## src/rtl/control_pkg.sv

```systemverilog
// ============================================================================
// Module      : control_pkg
// Description : Shared types and encodings for the multi-cycle control FSM.
// Revision    : 1.0 - initial release
// ============================================================================
`default_nettype none

package control_pkg;

    typedef enum logic [1:0] {
        FETCH     = 2'b00,
        DECODE    = 2'b01,
        EXECUTE   = 2'b10,
        WRITEBACK = 2'b11
    } ctrlState_t;

    typedef enum logic [3:0] {
        CLS_NOP   = 4'd0,
        CLS_RTYPE = 4'd1,
        CLS_IMM_S = 4'd2,
        CLS_IMM_Z = 4'd3,
        CLS_LUI   = 4'd4,
        CLS_LOAD  = 4'd5,
        CLS_STOR  = 4'd6,
        CLS_JCOND = 4'd7,
        CLS_BCOND = 4'd8
    } instrClass_t;

    localparam logic [3:0] OP_RTYPE = 4'b0000;
    localparam logic [3:0] OP_ANDI  = 4'b0001;
    localparam logic [3:0] OP_ORI   = 4'b0010;
    localparam logic [3:0] OP_XORI  = 4'b0011;
    localparam logic [3:0] OP_MEM   = 4'b0100;
    localparam logic [3:0] OP_ADDI  = 4'b0101;
    localparam logic [3:0] OP_SUBI  = 4'b1001;
    localparam logic [3:0] OP_CMPI  = 4'b1011;
    localparam logic [3:0] OP_BCOND = 4'b1100;
    localparam logic [3:0] OP_MOVI  = 4'b1101;
    localparam logic [3:0] OP_LUI   = 4'b1111;

    localparam logic [3:0] EXT_LOAD  = 4'b0000;
    localparam logic [3:0] EXT_STOR  = 4'b0100;
    localparam logic [3:0] EXT_CMP   = 4'b1011;
    localparam logic [3:0] EXT_JCOND = 4'b1100;

    localparam logic [2:0] IMM_RAW  = 3'd0;
    localparam logic [2:0] IMM_SEXT = 3'd1;
    localparam logic [2:0] IMM_ZEXT = 3'd2;
    localparam logic [2:0] IMM_ONE  = 3'd3;

endpackage

`default_nettype wire

```

## src/rtl/instr_classifier.sv

```systemverilog
// ============================================================================
// Module      : instr_classifier
// Description : Combinational opcode/extension to instruction-class decoder.
// Revision    : 1.0 - initial release
// ============================================================================
`default_nettype none

module instr_classifier
    import control_pkg::*;
(
    input  logic [3:0]  opcode,
    input  logic [3:0]  ext,
    output instrClass_t instrClass,
    output logic        isCompare
);

    always_comb begin
        instrClass = CLS_NOP;
        case (opcode)
            OP_RTYPE:                     instrClass = CLS_RTYPE;
            OP_ADDI, OP_SUBI, OP_CMPI:    instrClass = CLS_IMM_S;
            OP_ANDI, OP_ORI, OP_XORI,
            OP_MOVI:                      instrClass = CLS_IMM_Z;
            OP_LUI:                       instrClass = CLS_LUI;
            OP_BCOND:                     instrClass = CLS_BCOND;
            OP_MEM: begin
                case (ext)
                    EXT_LOAD:  instrClass = CLS_LOAD;
                    EXT_STOR:  instrClass = CLS_STOR;
                    EXT_JCOND: instrClass = CLS_JCOND;
                    default:   instrClass = CLS_NOP;
                endcase
            end
            default:                      instrClass = CLS_NOP;
        endcase
    end

    // Compares update flags but never write the register file.
    assign isCompare = ((opcode == OP_RTYPE) && (ext == EXT_CMP)) || (opcode == OP_CMPI);

endmodule

`default_nettype wire

```

## config.mk

```make
export PLATFORM = sky130hd
export DESIGN_NAME = instr_classifier
export DESIGN_NICKNAME = d
export VERILOG_FILES = /design/src/rtl/control_pkg.sv /design/src/rtl/instr_classifier.sv
export SDC_FILE = /design/constraint.sdc
export NUM_CORES = 1
export LEC_CHECK = 0
export BUFFER_PORTS_ARGS = -buffer_cell sky130_fd_sc_hd__buf_2
export CAP_MARGIN = 20
export CELL_PAD_IN_SITES_DETAIL_PLACEMENT = 1
export CELL_PAD_IN_SITES_GLOBAL_PLACEMENT = 2
export CORE_AREA = 2 2 39 41
export DETAILED_ROUTE_END_ITERATION = 12
export DIE_AREA = 0 0 41 43
export PLACE_DENSITY = 0.52
export RECOVER_POWER = 100
export SETUP_SLACK_MARGIN = 0.02
export SYNTH_ARGS = -nofsm -noshare
export SYNTH_HDL_FRONTEND = slang
export SYNTH_SLANG_ARGS = --single-unit
export TNS_END_PERCENT = 50
```

## constraint.sdc

```tcl
create_clock -name vclk -period 1.3
set_clock_uncertainty 0.05 [all_clocks]
set_input_delay 0.13 -clock vclk [all_inputs]
set_output_delay 0.13 -clock vclk [all_outputs]
set_load 0.005 [all_outputs]
```

==> results.py <==
metrics = {
    "outcome": {
        "run_status": "finished clean",
    },
    "sta": {
        "timing.final.max_slew_violations": 0,
        "hold_fails_final_rpt": 0,
        "maxSlewHeadroom_pct": 88.2,
        "rsz_0062_raised_after_global_routing": "false",
        "tightest_slew_ns": 0.176,
        "setup-tns-final_ns": 0,
        "setup_viol": 0,
        "timing.final.crit_share_pct": 86.8,
        "achievable-frequency_mhz": 886,
        "post-route-min-period_ns": 1.13,
    },
    "detailed_routing": {
        "drt-pass1-iter-count": 1,
        "antenna_violating_nets_post_route": 0,
        "detailedRoute.firstIterationViolations": 0,
        "post_drt_via_cell_ratio": 3.92,
        "routed_wire_per_std_cell_um": 9.19,
        "routed-via-count": 188,
        "drc_errors": 0,
        "postRouteWirelength_um": 441,
    },
    "pwr": {
        "finalPower_uw": 47.9,
        "total_switching_power_uw": 26.5,
        "share_seq_of_total_power_pct": 0,
        "combinationalPowerShare_pct": 100.0,
        "p_clk_share_pct": 0,
        "reported_leakage_power_nw": 0.0772,
        "worst_ir_drop_vdd_mv": 0.0303,
        "power.density_cell_area_mw_per_mm2": 252,
        "power_switching_share_pct": 55.3,
        "p_int_uw": 21.4,
    },
    "global_route": {
        "grt_pass1_wl_um": 807,
        "grt_antenna_before_repair": 0,
        "final_global_route_overflow_total": 0,
        "grt_start_max_net_pins": 8,
        "number_of_global_route_vias_before_repair": 202,
        "gr-usage-all-layers_pct": 5.99,
    },
    "worst_setup_path": {
        "setup.worst_path.class": "input pin to output port",
        "setup.worst_path.start": "opcode[0]",
        "worstSetupEndpointType": "output port",
        "worst_ep_arrival_time_ns": 0.95,
        "cp_data_required_time_ns": 1.12,
        "critical_path.startpoint_type": "input pin",
        "critical_path.max_fanout": 6,
        "setup.worst_path.end": "instrClass[2]",
    },
    "floorplan": {
        "start_util_pct": 7.96,
        "i_o_pin_cnt": 13,
        "fp.coreArea_mm2": 0.00138,
        "die_area_mm2": 0.00176,
        "dieWidth_um": 41,
        "placementRows": 14,
        "die_h_um": 43,
    },
    "place": {
        "detailedPlacementHpwl_um": 383,
        "portBuffers": 13,
        "place_congestion": 0.730,
    },
    "clock_network": {
        "hold_buffers": 0,
        "post-cts-setup-buffers": 0,
        "cts_resized": 0,
    },
    "synth": {
        "synth-seq-area-share_pct": 0,
        "share_of_the_synthesized_area_in_the_top_cell_type_pct": 11.4,
        "yosys.area_share.simple_pct": 61.4,
        "synth-xor-area-share_pct": 7.95,
        "synth_top_cell_by_area": "sky130_fd_sc_hd__nor2b_1",
        "syn_area_um2": 110,
        "yosysMostFrequentCell": "sky130_fd_sc_hd__nand2_1",
        "synth.yosys.warnings": 0,
        "synth_compound_area_share_pct": 27.3,
        "synth.net_count": 27,
        "syn-mean-instance-area_um2": 5.80,
        "synth.mux.area_fraction_pct": 0,
        "synthAdderAreaFrac_pct": 0,
        "yosys-top-cells-area": "sky130_fd_sc_hd__nor2b_1, sky130_fd_sc_hd__nand2_1, sky130_fd_sc_hd__nand3_1, sky130_fd_sc_hd__nor3_2, sky130_fd_sc_hd__o21ai_0",
        "netlist_top_cells_count": "sky130_fd_sc_hd__nand2_1, sky130_fd_sc_hd__nand3_1, sky130_fd_sc_hd__nor2b_1, sky130_fd_sc_hd__o21ai_0",
        "ys_types": 14,
        "main_combinational_cell_family_by_area_after_synthesis": "simple AND/OR/NAND/NOR gates",
        "synthCells": 19,
    },
    "layout": {
        "flops_and_latches": 0,
        "final_net_count": 42,
        "area_growth_pct": 72.7,
        "seq_cell_area_um2": 0,
        "proportion_of_layout_cells_with_a_drive_suffix_above_1_pct": 31.3,
        "antennaDiodeCount": 0,
        "clock_buffers": 0,
        "finish.utilization_pct": 13.7,
    },
    "job": {
        "cap_violations": 0,
    },
    "worst_hold_path": {
        "hold_path.class": "input pin to output port",
    },
}
## cell families (layout without fill, tap and decap cells)
logic type             count (synthesis)  after routing
buffers and inverters                  1             14
AO/OA/AOI/OAI                          5              5
AND/OR/NAND/NOR                       12             12
XOR/XNOR                               1              1
## critical path: stages
cell,delay (ns)
sky130_fd_sc_hd__buf_2,0.14
sky130_fd_sc_hd__nor3_2,0.20
sky130_fd_sc_hd__nand3_1,0.15
sky130_fd_sc_hd__o22ai_1,0.20
sky130_fd_sc_hd__clkbuf_1,0.13
## worst min-delay path by stage
stage	start	endpoint	slack [ns]	cells past startpoint
floorplan	opcode[2]	isCompare	0.24	1
global placement	opcode[2]	isCompare	0.52	3
detailed placement	opcode[2]	isCompare	0.51	3
CTS	opcode[2]	isCompare	0.51	3
global route	opcode[2]	isCompare	0.54	3
finish	opcode[2]	isCompare	0.51	3
## final cells by class
class / count / area [um^2]
Fill cell: 176 / 1190
Multi-Input combinational cell: 18 / 106
Timing Repair Buffer: 13 / 60.1
Tap cell: 16 / 20.0
Inverter: 1 / 3.75
## per-layer routing
layer / part of all wire [%] / vias up / GRT usage [%]
met3: 0.91 / 0 / 0
met1: 41 / 88 / 7.59
met2: 58 / 2 / 11.3
met5: 0 / - / 0
li1: - / 98 / -
met4: 0 / 0 / 0
## stage by stage
stage	std cells	hold WS, ns	setup slack (ns)	instance area, um^2
finish	48	0.510	0.172	190
global route	48	0.543	0.0625	190
CTS	48	0.512	0.160	195
detailed placement	48	0.512	0.161	195
global placement	48	0.516	0.173	195
floorplan	19	0.238	0.497	110
## layout by cell type, fill, tap and decap left out
cell                       count
sky130_fd_sc_hd__nand2_1       3
sky130_fd_sc_hd__nor2b_1       2
sky130_fd_sc_hd__xor2_1        1
sky130_fd_sc_hd__inv_1         1
sky130_fd_sc_hd__nor2_1        1
sky130_fd_sc_hd__nor3_1        1
sky130_fd_sc_hd__nand4_1       1
sky130_fd_sc_hd__o22ai_1       1
sky130_fd_sc_hd__a21oi_1       1
sky130_fd_sc_hd__buf_2         9
sky130_fd_sc_hd__o21ai_0       2
sky130_fd_sc_hd__nand4b_1      1
sky130_fd_sc_hd__clkbuf_1      4
sky130_fd_sc_hd__nand3_1       2
sky130_fd_sc_hd__nor3_2        1
sky130_fd_sc_hd__o221ai_1      1
## power by group through the flow
stage | clock [mW] | combinational [mW] | sequential, mW
2_1_floorplan | 0 | 0.0177 | 0
3_3_place_gp | 0 | 0.0494 | 0
5_1_grt | 0 | 0.0552 | 0
6_report | 0 | 0.0479 | 0
3_5_place_dp | 0 | 0.0501 | 0
4_1_cts | 0 | 0.0503 | 0
(Power assumes the default switching activity.)
